`config.mk`:
```
export PLATFORM = sky130hd
export DESIGN_NAME = wbu_regf_writer
export DESIGN_NICKNAME = d
export VERILOG_FILES = /design/src/rtl/wbu_regf_writer.sv
export SDC_FILE = /design/constraint.sdc
export NUM_CORES = 1
export LEC_CHECK = 0
export ABC_AREA = 1
export CORE_MARGIN = 1.5
export CORE_UTILIZATION = 40
export DETAILED_ROUTE_END_ITERATION = 6
export GPL_TIMING_DRIVEN = 1
export PLACE_DENSITY = 0.79
export SETUP_SLACK_MARGIN = 0.4
export SLEW_MARGIN = 20
export SYNTH_ARGS = -nofsm -noshare
export SYNTH_HDL_FRONTEND = slang
export SYNTH_SLANG_ARGS = --single-unit
```
`constraint.sdc`:
```
create_clock -name i_clk -period 1.55 [get_ports i_clk]
set_clock_uncertainty 0.2 [all_clocks]
set_input_delay 0.31 -clock i_clk [delete_from_list [all_inputs] [get_ports i_clk]]
set_output_delay 0.31 -clock i_clk [all_outputs]
set_load 0.05 [all_outputs]
```
`src/rtl/wbu_regf_writer.sv`:
```
// wbu_regf_writer: write-back unit for the integer register file.
// Arbitrates EXU and LSU results (round-robin on ties) into one registered
// write per cycle, and tracks registers with writes in flight for IDU stalls.
//
// Ports:
//   i_clk, i_rst                     clock, synchronous active-high reset
//   i_idu_issue/rd/rd_wen            IDU dispatch, marks rd as pending
//   i_idu_rs1_addr/rs2_addr          sources of the instruction in decode
//   o_raw_stall, o_waw_stall         hazard stalls from the pending set
//   i_exu_valid/rd/data, o_exu_ready EXU result channel
//   i_lsu_valid/rd/data, o_lsu_ready LSU result channel
//   o_wbu_en/waddr/wdata             register file write port
//   o_busy                           pending-write scoreboard, bit 0 always 0

`ifndef REG_NUM
`define REG_NUM 16
`endif
`ifndef CPU_WIDTH
`define CPU_WIDTH 32
`endif
`ifndef CPU_ADDR
`define CPU_ADDR 4
`endif

module wbu_regf_writer #(
    parameter int unsigned REG_NUM   = `REG_NUM,
    parameter int unsigned CPU_WIDTH = `CPU_WIDTH,
    parameter int unsigned CPU_ADDR  = `CPU_ADDR
) (
    input  logic                 i_clk,
    input  logic                 i_rst,
    input  logic                 i_idu_issue,
    input  logic [CPU_ADDR-1:0]  i_idu_rd,
    input  logic                 i_idu_rd_wen,
    input  logic [CPU_ADDR-1:0]  i_idu_rs1_addr,
    input  logic [CPU_ADDR-1:0]  i_idu_rs2_addr,
    output logic                 o_raw_stall,
    output logic                 o_waw_stall,
    input  logic                 i_exu_valid,
    output logic                 o_exu_ready,
    input  logic [CPU_ADDR-1:0]  i_exu_rd,
    input  logic [CPU_WIDTH-1:0] i_exu_data,
    input  logic                 i_lsu_valid,
    output logic                 o_lsu_ready,
    input  logic [CPU_ADDR-1:0]  i_lsu_rd,
    input  logic [CPU_WIDTH-1:0] i_lsu_data,
    output logic                 o_wbu_en,
    output logic [CPU_ADDR-1:0]  o_wbu_waddr,
    output logic [CPU_WIDTH-1:0] o_wbu_wdata,
    output logic [REG_NUM-1:0]   o_busy
);

    // High when the LSU received the most recent grant; reset favours LSU on the first tie.
    logic               last_lsu;
    logic               exu_grant;
    logic               lsu_grant;
    logic [REG_NUM-1:0] set_mask;
    logic [REG_NUM-1:0] clr_mask;

    // Grant is pure function of the valids: the write port drains every cycle.
    always_comb begin
        exu_grant = 1'b0;
        lsu_grant = 1'b0;
        if (!i_rst) begin
            if (i_exu_valid && i_lsu_valid) begin
                exu_grant = last_lsu;
                lsu_grant = !last_lsu;
            end else begin
                exu_grant = i_exu_valid;
                lsu_grant = i_lsu_valid;
            end
        end
    end

    assign o_exu_ready = exu_grant;
    assign o_lsu_ready = lsu_grant;

    // Hazard stalls against the registered pending set; x0 never stalls.
    assign o_raw_stall = ((i_idu_rs1_addr != '0) && o_busy[i_idu_rs1_addr])
                      || ((i_idu_rs2_addr != '0) && o_busy[i_idu_rs2_addr]);
    assign o_waw_stall = i_idu_rd_wen && (i_idu_rd != '0) && o_busy[i_idu_rd];

    // Per-register set (issue) and clear (write on the port) masks; bit 0 stays clear.
    always_comb begin
        set_mask = '0;
        clr_mask = '0;
        for (int unsigned r = 1; r < REG_NUM; r++) begin
            set_mask[r] = i_idu_issue && i_idu_rd_wen && (i_idu_rd == CPU_ADDR'(r));
            clr_mask[r] = o_wbu_en && (o_wbu_waddr == CPU_ADDR'(r));
        end
    end

    // Scoreboard: set is applied after clear so a same-cycle collision keeps the bit.
    always_ff @(posedge i_clk) begin
        if (i_rst) begin
            o_busy <= '0;
        end else begin
            o_busy <= (o_busy & ~clr_mask) | set_mask;
        end
    end

    // Output write register; a result to x0 is consumed without a write.
    always_ff @(posedge i_clk) begin
        if (i_rst) begin
            o_wbu_en    <= 1'b0;
            o_wbu_waddr <= '0;
            o_wbu_wdata <= '0;
            last_lsu    <= 1'b0;
        end else if (exu_grant) begin
            o_wbu_en    <= (i_exu_rd != '0);
            o_wbu_waddr <= i_exu_rd;
            o_wbu_wdata <= i_exu_data;
            last_lsu    <= 1'b0;
        end else if (lsu_grant) begin
            o_wbu_en    <= (i_lsu_rd != '0);
            o_wbu_waddr <= i_lsu_rd;
            o_wbu_wdata <= i_lsu_data;
            last_lsu    <= 1'b1;
        end else begin
            o_wbu_en    <= 1'b0;
        end
    end

endmodule
```
==> metrics, run 1 <==
Synth Cell Area=roughly 2800 µm²; Die W=about 86 µm; GRT worst endpoint=o_raw_stall; Mapped Cells=425; Err=[ERROR DPL-0038] Utilization greater than 100%, impossible to legalize; Post-Syn Area per Cell=around 6.5 µm²; Port-buffer cells=between 100 and 150; worst_ep kind=top-level output; routability congestion estimate=0.875; Stop stage=global routing; # IOs=147; CTS buffer count=5; Initial Utilization=41.1%; DP HPWL=approximately 7700 µm; Clock Path Buffers=2; post-synthesis sequential area ratio=between 30% and 40%; Std-Cell Rows=30; post-synth top area share=between 30% and 40%; H-tree Lvls=2; Distinct cells, synth=23; Synth Register Bits=53; Clock Sinks=53; largest cells by area after synthesis=dfxtp_1 38%, nand2_1 26%, a31oi_1 8.2%, nand3_1 6.0%, inv_1 4.9%; Die Height=~86 µm; outcome=aborted with a tool error; synth warn=0; clock root buffer=clkbuf_8; Mapped Nets=approximately 520; largest net degree at the start of global routing=52; cell taking the most area after synthesis=dfxtp_1
## stage by stage
step	cell area [µm²]	setup TNS (ns)	hold slack [ns]	instances	worst slack, ns
floorplan	2930	-0.0800	0.248	425	-0.0800
global placement	5160	-16.01	0.301	673	-0.619
detailed placement	5160	-17.32	0.308	673	-0.655
CTS	6010	-0.766	0.125	709	-0.312
## what timing repair did
action | in CTS
setup buffers | 20
hold buffers | 0
cloned | 8
setup endpoints to repair | 108
gates resized for setup | 207
pin swaps | 44
## synth_stat cells
cell,n
o21ai_0,18
a21oi_1,15
nand3_4,2
o211a_1,1
buf_6,1
nor4_1,2
conb_1,1
nand2_2,1
nor3_1,1
inv_4,2
nor2_1,8
inv_1,36
a31oi_1,36
clkinv_2,2
nand3_1,33
o22ai_1,1
dfxtp_1,53
o31ai_1,4
inv_2,1
buf_4,11
nor2_4,2
nand2_1,189
clkbuf_1,5
## logic make-up after synthesis
group	count (synthesis)	synth area share [%]
compound gates	75	15.8
buf+inv	58	9.92
flops	53	38.4
other cells	1	0.136
simple gates	238	35.7
==> run 2: changes to the inputs <==
Settings changed: PLACE_DENSITY 0.79 to not set, PLACE_DENSITY_LB_ADDON set to 0.15, SETUP_SLACK_MARGIN 0.4 to not set.
==> run 2 against run 1 <==
  * The flow now finishes, with violations (setup timing)
  * Synthesized cell count did not move
  * Synthesized area did not move
==> metrics, run 2 <==
leakage power=2.24 nW; Critical Path Fanout Max=6; Final Power=between 3 and 4 mW; # IOs=147 (unchanged); share of cells above drive strength 1=between 20% and 30%; Layout Area Growth over Synthesis=95.7%; post-synth top area share=38.4% (unchanged); drt first pass iters=7; total gr overflow=0; f_max=about 540 MHz; Clock Sinks=53 (unchanged); core area=between 6000 and 7000 µm²; Startpoint Class=primary input; DR WL/cell=between 10 and 15 µm; Sw Ratio=around 32%; clock root buffer=clkbuf_8; Layout Cells excl Fill=between 600 and 700; routability congestion estimate=0.907 (+3.6%); largest net degree at the start of global routing=52; Slew Limit Fails=0; CTS buffer count=5 (unchanged); via count=3,539; XOR/XNOR share of the synthesized area=0% (unchanged); Mapped Cells=425 (unchanged); Die W=86.1 µm (unchanged); Placement Cell Area=5120 µm² (-0.85%); Die Footprint=around 7400 µm²; critical path class=primary input to output port; CP Capture Type=output port; Vias/cell=5.14; Rel. slew slack=roughly 64%; DRT Wirelength=between 9000 and 10,000 µm; commonest cells after routing, fill and taps aside=176 x nand2_1, 76 x clkdlybuf4s50_1, 56 x buf_12; Req. time, crit path=~1.0 ns; initial antenna violation count=0; Max IR drop VDD=0.000494 V; Synth Cell Area=2760 µm² (unchanged); Internal Power=~2.4 mW; final setup fails=5; DRT iter0 DRCs=136; net switching power=1.16 mW; Worst Path Arrival=~1.3 ns; most common flop cell mapped by yosys=dfxtp_1; RSZ-0062 raised after global routing=yes; Post-synth EDFFs=0 (unchanged); Post-Syn Area per Cell=6.50 µm² (unchanged); mux contribution to synthesized area=0% (unchanged); Mapped Nets=515 (unchanged); H-tree Lvls=2 (unchanged); synth warn=0 (unchanged); Clock power frac=around 23%; first-pass GRT wire length=roughly 16,000 µm; clk_lat worst skew=about 0.30 ns; final hold slack=around 0.12 ns; Hold Crit Class=primary input to flop; Worst-path clk slew=about 0.10 ns; Total GRT Usage=26.6%; failing checks=setup timing; Most flops, register=o_wbu_wdata; final setup margin=-0.301 ns; post-synthesis sequential area ratio=38.4% (unchanged); largest cells by area after synthesis=dfxtp_1 38%, nand2_1 26%, a31oi_1 8.2%, nand3_1 6.0%, inv_1 4.9%; max_cap viols=0; ant diodes=0; pwr/cell area=roughly 660 nW/µm²; Synth async-reset ratio=0% (unchanged); count leader, synth=nand2_1; Initial Utilization=41.1% (unchanged); Layout Nets=approximately 700; measured slew at the worst slew-check pin=between 0.5 and 0.6 ns; Logic pwr share=a little over a third; post-synthesis adder-cell area fraction=0% (unchanged); Routed Antenna Nets=0; Std-Cell Rows=30 (unchanged); number of global-route vias before repair=3,464; drt drc=0; DP HPWL=7660 µm (-0.47%); Hold Buf Count CTS=0 (unchanged); max FFs per register=32; outcome=finished, violations left; cell taking the most area after synthesis=dfxtp_1; CTS tree=done; Die Height=86.1 µm (unchanged); Sum Neg Setup Slack=-0.646 ns; final-report hold violation count=0; Tcrit/Tclk final=119%; top post-synthesis cells by count=189 x nand2_1, 53 x dfxtp_1, 36 x a31oi_1, 36 x inv_1, 33 x nand3_1; Distinct cells, synth=23 (unchanged); most common cell after layout, fill and taps aside=nand2_1; top flop regs=o_wbu_wdata (32), o_busy (15), o_wbu_waddr (4); Synth Area in Compound Gates=15.8% (unchanged); Tmin final=1.85 ns; placed instance count=672 (-0.15%); Synth Area in Simple Gates=35.7% (unchanged); DP Worst Slack=-0.753 ns (-0.0982 ns); Port-buffer cells=145 (unchanged); Synth Register Bits=53 (unchanged); main combinational cell family by area after synthesis=simple AND/OR/NAND/NOR gates; Clock Path Buffers=2 (unchanged); Seq pwr share=roughly two fifths; Finished Core Util=about four fifths; final instance area=roughly 5400 µm²
[run 2: cell counts after synthesis]
Identical to the previous run, type by type.
[run 2: kinds of logic after synthesis]
group,after synthesis
buffers and inverters,58
other,1
flip-flops,53
AND/OR/NAND/NOR,238
AO/OA/AOI/OAI,75
[run 2: final timing paths]
check             depth (start not counted)  slack [ns]               from             end
setup / recovery                         11       -0.30  i_idu_rs1_addr[0]     o_raw_stall
hold / removal                            3        0.12              i_rst        last_lsu
setup reg to reg                          8        0.08           last_lsu  o_wbu_wdata[4]
hold reg to reg                           2        0.32     o_wbu_wdata[6]  o_wbu_wdata[6]
[run 2: repair_timing]
item	4_1_cts	5_1_grt
buffers inserted	6	3
hold endpoints to repair	0	0
pin swaps	12	11
endpoints found under the setup margin	26	26
resized for setup	48	24
[run 2: final cells by class]
type                            count  area [µm²]
Sequential cell                    53        1120
Clock inverter                      2        13.8
Inverter                           41         181
Timing Repair Buffer              193        2390
Tap cell                           80         100
Fill cell                         439        1310
Multi-Input combinational cell    314        1510
Clock buffer                        6        82.6
[run 2: critical path, cell delays in order]
cell and delay (ns):
clkdlybuf4s15_1 0.22, inv_2 0.15, nand3_2 0.09, nand2_1 0.07, inv_1 0.04, o21ai_1 0.07
nand2_1 0.06, nand2_1 0.07, nand2_2 0.06, nand2_4 0.07, buf_12 0.13
[run 2: routing by layer]
layer / GRT usage (%) / vias up / wire (µm)
li1: - / 1751 / -
met1: 27.7 / 1573 / 3360
met2: 47.7 / 180 / 5070
met3: 8.08 / 35 / 917
met4: 14.7 / 0 / 459
met5: 0 / - / 0
[run 2: power by group through the flow]
| stage | clock network (mW) | logic, mW | registers [mW] |
|---|---|---|---|
| after global placement | 0 | 1.22 | 1.53 |
| after global routing | 0.872 | 1.34 | 1.51 |
| final | 0.803 | 1.27 | 1.50 |
| after detailed placement | 0 | 1.24 | 1.53 |
| after floorplan | 0 | 0.317 | 1.73 |
| after CTS | 0.816 | 1.26 | 1.50 |
No activity file was read; power rests on OpenSTA's default activity.
